==> src/rtl/mips_defs.sv <==
// rtl/mips_defs.sv - shared fetch-path constants and sequencer state encoding
package mips_defs;

    localparam int unsigned PC_W = 32;

    localparam logic [PC_W-1:0] PC_RESET   = 32'h0000_3000;
    localparam logic [PC_W-1:0] PC_EXC_VEC = 32'h0000_4180;

    typedef enum logic {
        RUN  = 1'b0,
        PEND = 1'b1
    } seq_state_t;

endpackage

==> src/rtl/pc_sequencer_pc_mux.sv <==
// rtl/pc_sequencer_pc_mux.sv - combinational priority select of the next fetch address
module pc_mux
    import mips_defs::*;
#(
    parameter logic [PC_W-1:0] EXC_VEC = PC_EXC_VEC
) (
    input  logic [PC_W-1:0] i_pc,
    input  logic            i_stall,
    input  logic            i_br_valid,
    input  logic [PC_W-1:0] i_br_target,
    input  logic            i_exc_req,
    input  logic            i_eret_req,
    input  logic [PC_W-1:0] i_epc,
    input  logic            i_pend,
    input  logic [PC_W-1:0] i_pend_addr,
    output logic [PC_W-1:0] o_next_pc
);

    // A latched redirect outranks a live br_valid: the stalled D instruction re-asserts it.
    always_comb begin
        o_next_pc = i_pc + 32'd4;
        if (i_exc_req) begin
            o_next_pc = EXC_VEC;
        end else if (i_eret_req) begin
            o_next_pc = i_epc;
        end else if (i_pend) begin
            o_next_pc = i_stall ? i_pc : i_pend_addr;
        end else if (i_br_valid) begin
            o_next_pc = i_stall ? i_pc : i_br_target;
        end else if (i_stall) begin
            o_next_pc = i_pc;
        end
    end

endmodule

==> src/rtl/pc_sequencer.sv <==
// rtl/pc_sequencer.sv - fetch PC register with stall handling and stalled-redirect latch
module pc_sequencer
    import mips_defs::*;
#(
    parameter logic [PC_W-1:0] RESET_PC = PC_RESET,
    parameter logic [PC_W-1:0] EXC_VEC  = PC_EXC_VEC
) (
    input  logic            clk,
    input  logic            reset,
    input  logic            stall,
    input  logic            br_valid,
    input  logic [PC_W-1:0] br_target,
    input  logic            exc_req,
    input  logic            eret_req,
    input  logic [PC_W-1:0] epc,
    output logic [PC_W-1:0] pc,
    output logic            pc_valid,
    output logic            pc_adel,
    output logic            redir_pend
);

    seq_state_t      r_state;
    seq_state_t      w_state_next;
    logic [PC_W-1:0] r_pc;
    logic [PC_W-1:0] r_pend_addr;
    logic            r_squash;
    logic [PC_W-1:0] w_next_pc;
    logic            w_flush;
    logic            w_latch_redir;

    assign w_flush       = exc_req | eret_req;
    assign w_latch_redir = (r_state == RUN) & br_valid & stall & ~w_flush;

    pc_mux #(
        .EXC_VEC(EXC_VEC)
    ) u_pc_mux (
        .i_pc       (r_pc),
        .i_stall    (stall),
        .i_br_valid (br_valid),
        .i_br_target(br_target),
        .i_exc_req  (exc_req),
        .i_eret_req (eret_req),
        .i_epc      (epc),
        .i_pend     (r_state == PEND),
        .i_pend_addr(r_pend_addr),
        .o_next_pc  (w_next_pc)
    );

    always_ff @(posedge clk) begin
        if (reset) begin
            r_state <= RUN;
        end else begin
            r_state <= w_state_next;
        end
    end

    always_comb begin
        w_state_next = r_state;
        if (w_flush) begin
            w_state_next = RUN;
        end else begin
            case (r_state)
                RUN:     w_state_next = w_latch_redir ? PEND : RUN;
                PEND:    w_state_next = stall ? PEND : RUN;
                default: w_state_next = RUN;
            endcase
        end
    end

    always_comb begin
        redir_pend = (r_state == PEND);
        pc_valid   = ~r_squash;
        pc_adel    = |r_pc[1:0];
        pc         = r_pc;
    end

    // An exception taken under stall leaves wrong-path IF content behind; squash one fetch.
    always_ff @(posedge clk) begin
        if (reset) begin
            r_pc        <= RESET_PC;
            r_pend_addr <= '0;
            r_squash    <= 1'b0;
        end else begin
            r_pc     <= w_next_pc;
            r_squash <= exc_req & stall;
            if (w_latch_redir) begin
                r_pend_addr <= br_target;
            end
        end
    end

endmodule
==> config.mk <==
export PLATFORM = sky130hd
export DESIGN_NAME = pc_sequencer
export DESIGN_NICKNAME = d
export VERILOG_FILES = /design/src/rtl/mips_defs.sv /design/src/rtl/pc_sequencer_pc_mux.sv /design/src/rtl/pc_sequencer.sv
export SDC_FILE = /design/constraint.sdc
export NUM_CORES = 1
export LEC_CHECK = 0
export CAP_MARGIN = 20
export CORE_MARGIN = 2
export CORE_UTILIZATION = 55
export DETAILED_ROUTE_END_ITERATION = 8
export PLACE_DENSITY = 0.86
export SYNTH_ARGS = -nofsm -noshare
export SYNTH_HDL_FRONTEND = slang
export SYNTH_HIERARCHICAL = 1
export SYNTH_SLANG_ARGS = --single-unit
==> constraint.sdc <==
create_clock -name clk -period 4.75 [get_ports clk]
set_input_delay 0.475 -clock clk [delete_from_list [all_inputs] [get_ports clk]]
set_output_delay 0.475 -clock clk [all_outputs]
set_load 0.005 [all_outputs]
==> impl_metrics.json <==
{
  "status": "finished, final reports clean",
  "antenna_left": 0,
  "stdcell_count": 738,
  "final_common_cell": "clkdlybuf4s50_1",
  "wl_per_cell_um": 18.15,
  "post_cts_buffers": 0,
  "nNetsFinal": 700,
  "dp_cells": 723,
  "io_buffer_count": 104,
  "drc": 0,
  "hpwl_um": 8759,
  "required_ps": 4970,
  "diodes": 0,
  "fill_cells": 653,
  "cp-end-kind": "flop",
  "drtIter0Drc": 374,
  "clk_pin_slew_worst_paths_ps": 70,
  "fmax_ghz": 0.3782,
  "finalSetupViolCount": 0,
  "synth_edf_count": 0,
  "grt_pass1_wl_um": 20980,
  "grt_max_degree": 76,
  "cts_root_buffer": "clkbuf_8",
  "antenna_found_initial": 0,
  "slew_headroom_pct": 33.14,
  "overflow": 0,
  "pin_count": 105,
  "cp-start-kind": "flop",
  "cp_max_fo": 17,
  "fin_skew_ps": 5.761,
  "post-route-period-util_pct": 55.66,
  "synthToLayoutAreaGrowth_pct": 25.88,
  "slew_violations": 0,
  "cts_resized": 0,
  "period_minus_slack_ps": 2644,
  "hold_class": "reg -> reg",
  "drv_cap": 0,
  "place.gp.congestion": 0.8820,
  "finalSetupTns_ps": 0,
  "powerDensity_nw_per_um2": 222.2,
  "syn-cell-area_um2": 4598,
  "vias": 4564,
  "row_count": 33,
  "drt_wl_total_um": 13400,
  "core_um2": 8175,
  "syn_area_per_cell_um2": 8.391,
  "ys.flop_type": "dfxtp_1",
  "ir_drop_mv": 0.1332,
  "yosysSeqAreaShare_pct": 28.73,
  "die_y_um": 95.44,
  "yosys_warnings": 6,
  "routed_via_density": 6.184,
  "holdBufCountCts": 0,
  "fp.dieArea_um2": 9108,
  "start_util_pct": 56.24,
  "critPathKind": "reg -> reg",
  "leakagePower_nw": 1.988,
  "dr.pass1.iters": 5,
  "clk_latency_ps": 350,
  "most-common-layout-cells": "clkdlybuf4s50_1, nand2b_1, dfxtp_1",
  "ys_ff_latch": 66,
  "grt_pass1_vias": 4383,
  "critPathArrivalTime_ps": 2870,
  "cts.sinks": 66,
  "hold_violations": 0,
  "rsz0062_at_grt": "no",
  "htree_levels": 3,
  "synthArstFlopShare_pct": 0,
  "cts_tree": "yes",
  "numCtsBuffers": 9,
  "ctsLongestPathBuffers": 2,
  "yosysUniqueCellTypes": 51,
  "synth_nets": 619,
  "die_w_um": 95.44,
  "drive_above_1_share_pct": 11.69,
  "track_usage_pct": 29.56,
  "synth_cells": 548,
  "worst_slew_pin_slew_ps": 999.2
}
## final timing paths
| check | from | end | slack [ps] | cells after the start |
|---|---|---|---|---|
| worst max register to register | pc[9] | pc[19] | 2110 | 6 |
| worst min-delay path | r_pend_addr[12] | r_pend_addr[12] | 480 | 2 |
| worst max-delay path | pc[9] | pc[19] | 2110 | 6 |
| worst min register to register | r_pend_addr[12] | r_pend_addr[12] | 480 | 2 |
## cells by family (layout without fill, tap and decap cells)
group	Yosys count	count (layout)	synth area share, %
flops	66	66	28.73
buf+inv	56	141	5.252
simple gates	211	211	27.70
compound gates	121	121	17.28
xor+xnor	13	13	2.476
mux	80	80	18.29
fa+ha+maj	1	1	0.2721
## cell usage after synthesis (12+ instances only)
cell / count / area share [%]
a211oi_1: 14 / 2.3
a21oi_1: 33 / 3.6
clkbuf_1: 35 / 2.9
dfxtp_1: 66 / 29
inv_1: 13 / 1.1
mux2_2: 32 / 7.8
mux2i_1: 48 / 10
nand2_1: 15 / 1.2
nand2b_1: 67 / 9.1
nor2_1: 29 / 2.4
nor2b_1: 35 / 4.8
o21ai_0: 21 / 2.3
o22ai_1: 12 / 1.6
xnor2_1: 13 / 2.5
## layout make-up
type                       count  area, um2  area share [%]
clock buffer                  11      131.4           2.270
tap                          105      131.4           2.270
clock inverter                 4      20.02          0.3459
sequential                    66       1323           22.85
multi-input combinational    426       3035           52.44
timing repair buffer         113       1099           18.98
inverter                      13      48.80          0.8431
## where the power goes
part,switching [mW],total [mW],internal (mW)
Combinational,0.122,0.282,0.159
Clock,0.216,0.399,0.183
Sequential,0.0306,0.605,0.575
Total,0.369,1.29,0.917
## stage by stage
| step | setup WS (ps) | total power [mW] | hold slack (ps) | area (um2) | utilization, % |
|---|---|---|---|---|---|
| 6_report | 2106 | 1.286 | 480.2 | 5788 | 70.80 |
| 5_1_grt | 1954 | 1.336 | 503.5 | 5788 | 70.80 |
| 4_1_cts | 2142 | 1.284 | 478.1 | 5788 | 70.80 |
| 3_5_place_dp | 1895 | 0.8932 | 465.2 | 5637 | 68.95 |
| 3_3_place_gp | 1965 | 0.8832 | 453.9 | 5637 | 68.95 |
| 2_1_floorplan | 2552 | 0.7592 | 444.1 | 4598 | - |
## per-layer routing
| metal | global-route usage (%) | vias up | part of all wire [%] |
|---|---|---|---|
| met1 | 37.95 | 2171 | 43 |
| met5 | 0 | - | 0 |
| met4 | 15.48 | 0 | 2.7 |
| met2 | 48.18 | 234 | 47 |
| met3 | 4.269 | 29 | 7.4 |
| li1 | - | 2130 | - |
## worst max-delay path, cell delays in order (launching register included)
cell and delay, ps:
dfxtp_1 450, nand3_2 170, or4_1 920, or2_2 460
o211a_1 220, o21a_1 180, nor2b_1 120
## state kept, by name (all words and copies together) (netlist names)
| register | flops |
|---|---|
| pc | 32 |
| r_pend_addr | 32 |
| r_squash | 1 |
| redir_pend | 1 |
Power figures use the tool's default switching activity.
